`src/rtl/spi_byte_phy_pkg.sv`:
```
// spi_byte_phy_pkg: shared constants and state type for the SPI byte PHY
package spi_byte_phy_pkg;
   localparam int BYTE_W = 8;
   localparam logic [BYTE_W-1:0] FILL_DEFAULT = 8'h00;
   typedef enum logic {IDLE, SHIFT} state_e;
endpackage

```
`src/rtl/spi_byte_phy_if.sv`:
```
// spi_byte_phy_if: SPI pins plus byte-level rx/tx handshake of the PHY
//   spi_sck/spi_csn/spi_sdi : pins into the PHY (asynchronous)
//   spi_sdo/spi_sdo_oe      : MISO data and output enable
//   rx_data/rx_stb          : received byte and its one-cycle strobe
//   tx_data/tx_stb          : reply byte and its one-cycle queue strobe
//   tx_underrun/selected    : fill-byte pulse and synchronised select
interface spi_byte_phy_if;
   import spi_byte_phy_pkg::*;
   logic              spi_sck;
   logic              spi_csn;
   logic              spi_sdi;
   logic              spi_sdo;
   logic              spi_sdo_oe;
   logic [BYTE_W-1:0] rx_data;
   logic              rx_stb;
   logic [BYTE_W-1:0] tx_data;
   logic              tx_stb;
   logic              tx_underrun;
   logic              selected;
   modport slave (
      input  spi_sck, spi_csn, spi_sdi, tx_data, tx_stb,
      output spi_sdo, spi_sdo_oe, rx_data, rx_stb, tx_underrun, selected
   );
   modport master (
      output spi_sck, spi_csn, spi_sdi, tx_data, tx_stb,
      input  spi_sdo, spi_sdo_oe, rx_data, rx_stb, tx_underrun, selected
   );
endinterface

```
`src/rtl/spi_byte_phy_sync_edge.sv`:
```
// spi_sync_edge: multi-stage synchroniser with one-clk rise/fall pulses
//   clk, rst_n : system clock, async active-low reset (chain presets to RST_VAL)
//   d_i        : asynchronous input pin
//   rise_o     : one-cycle pulse on synchronised 0->1
//   fall_o     : one-cycle pulse on synchronised 1->0
module spi_sync_edge #(
   parameter int   STAGES  = 2,
   parameter logic RST_VAL = 1'b0
) (
   input  logic clk,
   input  logic rst_n,
   input  logic d_i,
   output logic rise_o,
   output logic fall_o
);
   logic [STAGES-1:0] sync_q;
   logic              prev_q;
   always_ff @(posedge clk or negedge rst_n) begin
      if (!rst_n) begin
         sync_q <= {STAGES{RST_VAL}};
         prev_q <= RST_VAL;
      end else begin
         sync_q <= {sync_q[STAGES-2:0], d_i};
         prev_q <= sync_q[STAGES-1];
      end
   end
   assign rise_o = sync_q[STAGES-1] & ~prev_q;
   assign fall_o = ~sync_q[STAGES-1] & prev_q;
endmodule

```
`src/rtl/spi_byte_phy.sv`:
```
// spi_byte_phy: SPI mode-0 target byte PHY (MSB first) with single-entry reply buffer
//   clk, rst_n : system clock (SCK <= clk/8), async active-low reset
//   bus        : spi_byte_phy_if.slave -- SPI pins, rx byte strobe, tx reply queue,
//                underrun pulse and synchronised select
module spi_byte_phy
   import spi_byte_phy_pkg::*;
#(
   parameter int                SYNC_STAGES = 2,
   parameter logic [BYTE_W-1:0] FILL_BYTE   = FILL_DEFAULT
) (
   input logic           clk,
   input logic           rst_n,
   spi_byte_phy_if.slave bus
);
   logic sck_rise, sck_fall, cs_start, cs_end, sdi_s;
   logic [SYNC_STAGES-1:0] sdi_q;
   state_e state_q, state_d;
   logic [2:0] bit_cnt_q, bit_cnt_d;
   logic [BYTE_W-2:0] rx_shift_q, rx_shift_d;
   logic [BYTE_W-1:0] tx_shift_q, tx_shift_d, tx_buf_q, tx_buf_d, rx_data_q, rx_data_d;
   logic tx_buf_valid_q, tx_buf_valid_d, rx_done_q, rx_done_d, rx_stb_q, underrun_q, underrun_d;
   logic load, shift_tx, rx_en, end_x;
   logic [BYTE_W-1:0] load_byte, rx_next;

   spi_sync_edge #(.STAGES(SYNC_STAGES), .RST_VAL(1'b0)) u_sck (
      .clk(clk), .rst_n(rst_n), .d_i(bus.spi_sck), .rise_o(sck_rise), .fall_o(sck_fall)
   );
   // csn idles high; its falling edge starts a transfer, rising edge ends it
   spi_sync_edge #(.STAGES(SYNC_STAGES), .RST_VAL(1'b1)) u_csn (
      .clk(clk), .rst_n(rst_n), .d_i(bus.spi_csn), .rise_o(cs_end), .fall_o(cs_start)
   );

   // sdi shares the sck synchroniser depth so it is stable when sck_rise fires
   always_ff @(posedge clk or negedge rst_n) begin
      if (!rst_n) sdi_q <= '0;
      else        sdi_q <= {sdi_q[SYNC_STAGES-2:0], bus.spi_sdi};
   end
   assign sdi_s = sdi_q[SYNC_STAGES-1];

   always_ff @(posedge clk or negedge rst_n) begin
      if (!rst_n) state_q <= IDLE;
      else        state_q <= state_d;
   end

   always_comb begin
      state_d = (state_q == IDLE) ? (cs_start ? SHIFT : IDLE) : (cs_end ? IDLE : SHIFT);
   end

   always_comb begin
      end_x          = (state_q == SHIFT) && cs_end;
      rx_en          = (state_q == SHIFT) && !cs_end && sck_rise;
      load           = ((state_q == IDLE) && cs_start) ||
                       ((state_q == SHIFT) && !cs_end && sck_fall && bit_cnt_q == 3'd0);
      shift_tx       = (state_q == SHIFT) && !cs_end && sck_fall && bit_cnt_q != 3'd0;
      load_byte      = tx_buf_valid_q ? tx_buf_q : FILL_BYTE;
      rx_next        = {rx_shift_q, sdi_s};
      bit_cnt_d      = end_x ? 3'd0 : rx_en ? bit_cnt_q + 3'd1 : bit_cnt_q;
      rx_shift_d     = rx_en ? rx_next[BYTE_W-2:0] : rx_shift_q;
      rx_done_d      = rx_en && bit_cnt_q == 3'd7;
      rx_data_d      = rx_done_d ? rx_next : rx_data_q;
      tx_shift_d     = load ? load_byte : shift_tx ? {tx_shift_q[BYTE_W-2:0], 1'b0} : tx_shift_q;
      tx_buf_d       = bus.tx_stb ? bus.tx_data : tx_buf_q;
      // a strobe coinciding with a load refills the buffer after the old byte is taken
      tx_buf_valid_d = end_x ? 1'b0 : bus.tx_stb ? 1'b1 : load ? 1'b0 : tx_buf_valid_q;
      underrun_d     = load && !tx_buf_valid_q;
   end

   always_ff @(posedge clk or negedge rst_n) begin
      if (!rst_n) begin
         bit_cnt_q      <= '0;
         rx_shift_q     <= '0;
         rx_data_q      <= '0;
         rx_done_q      <= 1'b0;
         rx_stb_q       <= 1'b0;
         tx_shift_q     <= '0;
         tx_buf_q       <= '0;
         tx_buf_valid_q <= 1'b0;
         underrun_q     <= 1'b0;
      end else begin
         bit_cnt_q      <= bit_cnt_d;
         rx_shift_q     <= rx_shift_d;
         rx_data_q      <= rx_data_d;
         rx_done_q      <= rx_done_d;
         rx_stb_q       <= rx_done_q;
         tx_shift_q     <= tx_shift_d;
         tx_buf_q       <= tx_buf_d;
         tx_buf_valid_q <= tx_buf_valid_d;
         underrun_q     <= underrun_d;
      end
   end

   // MISO is the shifter MSB, gated to zero whenever not selected
   assign bus.selected    = (state_q == SHIFT);
   assign bus.spi_sdo_oe  = (state_q == SHIFT);
   assign bus.spi_sdo     = (state_q == SHIFT) & tx_shift_q[BYTE_W-1];
   assign bus.rx_data     = rx_data_q;
   assign bus.rx_stb      = rx_stb_q;
   assign bus.tx_underrun = underrun_q;
endmodule

```
`src/flat_wrapper.sv`:
```
// flat-port wrapper written by rule: the top's interface ports become plain ports
module spi_byte_phy_flat import spi_byte_phy_pkg::*;
#(
   parameter int                SYNC_STAGES = 2,
   parameter logic [BYTE_W-1:0] FILL_BYTE   = FILL_DEFAULT
)
  (clk, rst_n, bus_spi_sck, bus_spi_csn, bus_spi_sdi, bus_tx_data, bus_tx_stb, bus_spi_sdo, bus_spi_sdo_oe, bus_rx_data, bus_rx_stb, bus_tx_underrun, bus_selected);
  spi_byte_phy_if bus_i ();
  input logic clk;
  input logic rst_n;
  input wire logic [$bits(bus_i.spi_sck)-1:0] bus_spi_sck;
  input wire logic [$bits(bus_i.spi_csn)-1:0] bus_spi_csn;
  input wire logic [$bits(bus_i.spi_sdi)-1:0] bus_spi_sdi;
  input wire logic [$bits(bus_i.tx_data)-1:0] bus_tx_data;
  input wire logic [$bits(bus_i.tx_stb)-1:0] bus_tx_stb;
  output wire logic [$bits(bus_i.spi_sdo)-1:0] bus_spi_sdo;
  output wire logic [$bits(bus_i.spi_sdo_oe)-1:0] bus_spi_sdo_oe;
  output wire logic [$bits(bus_i.rx_data)-1:0] bus_rx_data;
  output wire logic [$bits(bus_i.rx_stb)-1:0] bus_rx_stb;
  output wire logic [$bits(bus_i.tx_underrun)-1:0] bus_tx_underrun;
  output wire logic [$bits(bus_i.selected)-1:0] bus_selected;
  assign bus_i.spi_sck = bus_spi_sck;
  assign bus_i.spi_csn = bus_spi_csn;
  assign bus_i.spi_sdi = bus_spi_sdi;
  assign bus_i.tx_data = bus_tx_data;
  assign bus_i.tx_stb = bus_tx_stb;
  assign bus_spi_sdo = bus_i.spi_sdo;
  assign bus_spi_sdo_oe = bus_i.spi_sdo_oe;
  assign bus_rx_data = bus_i.rx_data;
  assign bus_rx_stb = bus_i.rx_stb;
  assign bus_tx_underrun = bus_i.tx_underrun;
  assign bus_selected = bus_i.selected;
  spi_byte_phy #(.SYNC_STAGES(SYNC_STAGES), .FILL_BYTE(FILL_BYTE)) u_core (.clk(clk), .rst_n(rst_n), .bus(bus_i));
endmodule
```
`config.mk`:
```
export PLATFORM = sky130hd
export DESIGN_NAME = spi_byte_phy_flat
export DESIGN_NICKNAME = d
export VERILOG_FILES = /design/src/rtl/spi_byte_phy_pkg.sv /design/src/rtl/spi_byte_phy_if.sv /design/src/rtl/spi_byte_phy_sync_edge.sv /design/src/rtl/spi_byte_phy.sv /design/src/flat_wrapper.sv
export SDC_FILE = /design/constraint.sdc
export NUM_CORES = 1
export LEC_CHECK = 0
export ABC_CLOCK_PERIOD_IN_PS = 1750
export BUFFER_PORTS_ARGS = -buffer_cell sky130_fd_sc_hd__buf_4
export CORE_ASPECT_RATIO = 2
export CORE_MARGIN = 2
export CORE_UTILIZATION = 50
export DETAILED_ROUTE_END_ITERATION = 8
export GPL_TIMING_DRIVEN = 0
export PLACE_DENSITY = 0.85
export SKIP_CTS_REPAIR_TIMING = 1
export SYNTH_ARGS = -nofsm -noshare
export SYNTH_HDL_FRONTEND = slang
export SYNTH_HIERARCHICAL = 1
export SYNTH_SLANG_ARGS = --single-unit
```
`constraint.sdc`:
```
create_clock -name clk -period 1.75 [get_ports clk]
set_clock_uncertainty 0.2 [all_clocks]
set_input_delay 0.525 -clock clk [delete_from_list [all_inputs] [get_ports clk]]
set_output_delay 0.525 -clock clk [all_outputs]
set_load 0.1 [all_outputs]
```
======== Word level (Yosys, flattened, before mapping) ========
Index checks and enable logic that the tools add are counted.
word-level totals
  bits in registers ....................... 47
  latch bits .............................. 0
  memory bits (writable) .................. 0
  ROM bits ................................ 0
  bits of input ports ..................... 14
  output and inout bits ................... 13
  word-level logic and storage cells ...... 55
  memories ................................ 0
operators by class
  $add $sub $neg .......................... 1
  $mul .................................... 0
  divide/modulo/power cells ............... 0
  order comparisons ....................... 0
  equality and inequality tests ........... 1
  shifts and indexed selects .............. 0
  mux-type cells .......................... 11
  bitwise operators ....................... 10
  reduce and logical (&&, ||, !) cells .... 17
operator list
  cell                                                            count
  8-bit two-way mux                                               3
  1-bit logical AND                                               9
  1-bit two-way mux                                               6
  3-bit two-way mux                                               2
  3-bit nonzero test                                              2
  1-bit bitwise AND                                               5
  1-bit NOT                                                       5
  2-bit nonzero test                                              2
  3-bit by 1-bit adder with 3-bit output (second input constant)  1
  3-bit equality test (second input constant)                     1
  3-bit zero test                                                 1
  1-bit zero test                                                 2
  1-bit logical OR                                                1

======== Logic depth before layout (Yosys ltp) ========
  depth in word-level cells ............... 10
  mapped depth ............................ 6
  depth with buffers taken out ............ 5

======== By module ========
Netlist, hierarchy kept.
modules (own cells, without submodules)
  module                        times used  cells an instance  area each (µm²)  sequential area each (µm²)
  spi_byte_phy                  1           136                1809.2           1026.0
  spi_sync_edge (u_core.u_csn)  1           5                  93.8             78.8
  spi_sync_edge (u_core.u_sck)  1           5                  90.1             75.1

======== Worst setup path before layout ========
Ideal clock, no wire load.
  path kind ............................... register -> output
  start point ............................. reg u_core.state_q, in the netlist u_core/bus.selected
  end point ............................... out bus_spi_sdo
  arrival ................................. 2.108 ns
  required time ........................... 1.025 ns
  setup slack ............................. -1.083 ns
  cell stages (with the launch flop) ...... 4
  buffers on the path ..................... 2
  cells stage by stage .................... dfrtp_1 -> buf_6 -> buf_4 -> and2_1
between the ends
  longest elaborated chain between the ends .. 1
ends and longest elaborated chain
  item                      RTL line            RTL
  start: declaration        spi_byte_phy.sv:17  state_e state_q, state_d;
  start signal: assignment  spi_byte_phy.sv:42  else state_q <= state_d;
  1-bit bitwise AND         spi_byte_phy.sv:95  assign bus.spi_sdo = (state_q == SHIFT) & tx_shift_q[BYTE_W-1];
  end: declaration          flat_wrapper.sv:16  output wire logic [$bits(bus_i.spi_sdo)-1:0] bus_spi_sdo;
No other way between the ends.

======== Worst setup path after layout ========
Ends and elaborated chain as after synthesis.

==> results by group <==
Outcome
  • Status: finished, violations left
  • Failing checks: setup timing

Placement
  • Placed Instances: approximately 220
  • DP HPWL: between 2000 and 3000 um
  • Placed instance area: 2261 sq um
  • GPL Wtd Cong: 0.6881
  • Setup WS pre-CTS: -124.9 ps
  • IO Port Bufs: 25

Drt
  • Vias per inst: 5.554
  • DR pass1 iterations: 4
  • Wirelength, routed: roughly 4500 um
  • DRT antenna net count: 0
  • Via count: between 1000 and 1500
  • Average wire per standard cell: roughly 19 um
  • 1st-iter DRT viols: 18
  • Drc violations: 0

Pwr
  • Clock share of power: 0.209
  • Register share of total power: 0.445
  • Comb power frac: 0.346
  • Static Leak: between 1 and 1.5 nW
  • Max rail drop VDD: 0.9624 mV
  • Internal power: 2.216 mW
  • Switching share of power: 0.3486
  • PwrDens: 1325 nW/um^2
  • Psw: 1.186 mW
  • Total Power: 3.402 mW

Floorplan
  • Die Wd: between 40 and 50 um
  • Starting density of the core: 0.5186
  • Die area: 4538 sq um
  • FP Rows: 32
  • Die Y-Extent: approximately 93 um
  • Ports: 27
  • Core Footprint: between 3000 and 4000 sq um

Setup path
  • Req. time, crit path: between 1000 and 1500 ps
  • Worst Setup Start Kind: flop
  • CP endpoint kind: primary output
  • Crit path max fanout: 7
  • CP Class: flop to primary output
  • Crit path arrival time: 1250 ps

Synth
  • Area contributors post-synth: dfrtp_1 55%, mux2_2 12%, dfstp_2 4.0%
  • Number of synthesized register bits: 47
  • Sequential area share after synthesis: 0.5920
  • Share of the synthesized area in the top cell type: 0.5524
  • Mean Syn Cell Area: 13.65 sq um
  • Cell variety after synth: 32
  • Post-synth top area cell: dfrtp_1
  • Post-synth design cell area: 1993 sq um
  • Syn nets: between 150 and 200
  • Yosys warns: 6
  • Mapped Cells: between 100 and 150

Finish
  • Final Net Count: between 200 and 250
  • Area Growth Syn to Fin: 28.81%
  • Final Non-Filler Cells: 240
  • Final Instance Area: 2567 sq um
  • Share of cells above drive strength 1: 0.4656
  • Antenna diodes: 0

Global routing
  • Vias in the first global route: 1408
  • First-pass GRT wire length: 6596 um
  • Pin count of the biggest net entering global routing: 48
  • Initial antenna violation count: 0
  • All-Layer GR Usage: 0.1910
  • GRT Residual Overflow: 0

Clock tree
  • Clock buffer depth: 2
  • CTS tree: done
  • H-tree depth: 2
  • Inserted Clock Buffers: 5
  • Worst-Skew Late Latency: approximately 300 ps
  • Clk slew on worst S/H paths: 90 ps
  • Root Driver: clkbuf_8
  • Clock sink count: 47

STA
  • Final hold vios: 0
  • Setup TNS: -545.1 ps
  • Ratio of final minimum period to clock period: 1.127
  • RSZ-0062 raised after global routing: true
  • Min Tclk post-route: approximately 2000 ps
  • Setup WS post-layout: -223.1 ps
  • Worst slew margin: 0.6137
  • Fmax: a little over 0.5 GHz
  • Pins Over Slew Limit: 0
  • Slew @ Worst Pin: 579.5 ps
  • Setup violators final: 3

Run
  • MaxCap Viol Count: 0

Worst hold path
  • Worst hold path type: primary input to asynchronous set/reset pin
## path summary, 6_finish.rpt
kind | startpoint | end | slack (ps) | cells past startpoint
hold / removal | rst_n | u_core/sdi_q[1] | 20 | 1
max in group asynchronous | rst_n | u_core/bus.selected | 900 | 1
min in group clk | bus_spi_csn | u_core/u_csn/sync_q[0] | 120 | 1
hold reg to reg | u_core/rx_done_q | u_core/bus.rx_stb | 160 | 0
setup / recovery | u_core/bus.selected | bus_spi_sdo | -220 | 3
setup reg to reg | u_core/bus.selected | u_core/rx_shift_q[1] | 10 | 5
## final cells by class
class / count / area (sq um)
clock buffer: 8 / 100.1
fill: 273 / 1276
sequential: 47 / 1184
timing repair buffer: 36 / 306.5
buffer: 6 / 58.81
multi-input combinational: 86 / 832.0
inverter: 6 / 22.52
tap: 51 / 63.81
## stage by stage
stage / utilization / hold slack (ps)
6_report: 0.6680 / 16.59
5_1_grt: 0.6680 / 74.55
4_1_cts: 0.6143 / 32.95
3_5_place_dp: 0.5882 / 141.8
3_3_place_gp: 0.5882 / 133.1
2_1_floorplan: - / 29.41
## power groups by stage
stage / clock network (mW) / registers, mW / logic (mW)
finish: 0.711 / 1.51 / 1.18
global route: 0.751 / 1.53 / 1.25
CTS: 0.711 / 1.49 / 0.972
detailed placement: 0 / 1.51 / 0.960
global placement: 0 / 1.48 / 0.903
floorplan: 0 / 1.61 / 0.592
## flip-flops by register name, summed over array words and instances (netlist names), 2 cells and up
register,count
u_core/bit_cnt_q,3
u_core/bus.rx_data,8
u_core/rx_shift_q,7
u_core/sdi_q,2
u_core/tx_buf_q,8
u_core/tx_shift_q,8
u_core/u_csn/sync_q,2
u_core/u_sck/sync_q,2
## synthesized netlist by cell type, drive strengths merged
cell type   n
dfrtp      44
mux2       23
o22ai      10
a21oi       8
nor2b       8
o2bb2ai     7
buf         6
inv         6
and2b       4
dfstp       3
ha          3
nand3       3
nand3b      3
o21a        3
o21ai       3
clkbuf      2
nand2       2
nand2b      2
nor2        2
a22oi       1
and2        1
nand4b      1
o211ai      1
## cell families (layout without fill, tap and decap cells)
kind of cell    after synthesis  in the layout  synth area share
flops                        47             47            0.5920
compound gates               33             33            0.1142
simple gates                 26             27            0.1030
mux                          23             23            0.1299
buf+inv                      14             56           0.04205
fa+ha+maj                     3              3           0.01883
## per-layer routing
| layer | vias up | wire, um | global-route usage |
|---|---|---|---|
| met5 | - | 0 | 0 |
| met4 | 0 | 91 | 0.07857 |
| met3 | 10 | 115 | 0.02716 |
| met2 | 26 | 2665 | 0.3858 |
| met1 | 693 | 1670 | 0.1846 |
| li1 | 604 | - | - |
## cells in the final DEF, fill, tap and decap left out, types with 2 or more instances in the layout
| cell type | count |
|---|---|
| buf_6 | 2 |
| nand4b_4 | 2 |
| buf_12 | 3 |
| nand3_1 | 3 |
| mux2_4 | 12 |
| nand2_1 | 2 |
| ha_1 | 2 |
| dfstp_2 | 3 |
| o22ai_1 | 9 |
| o2bb2ai_1 | 7 |
| a21oi_1 | 8 |
| nand3b_4 | 2 |
| and2b_1 | 2 |
| o21a_1 | 3 |
| inv_1 | 6 |
| nor2_1 | 2 |
| dfrtp_1 | 43 |
| nor2b_1 | 6 |
| buf_4 | 34 |
| clkbuf_8 | 7 |
| o21ai_0 | 2 |
| mux2_2 | 10 |
## worst max-delay path, cell delays in order, from the launching register on
cell,delay [ps]
dfrtp_4,500
buf_12,140
and2_4,140
buf_12,160
Power figures use the tool's default switching activity.
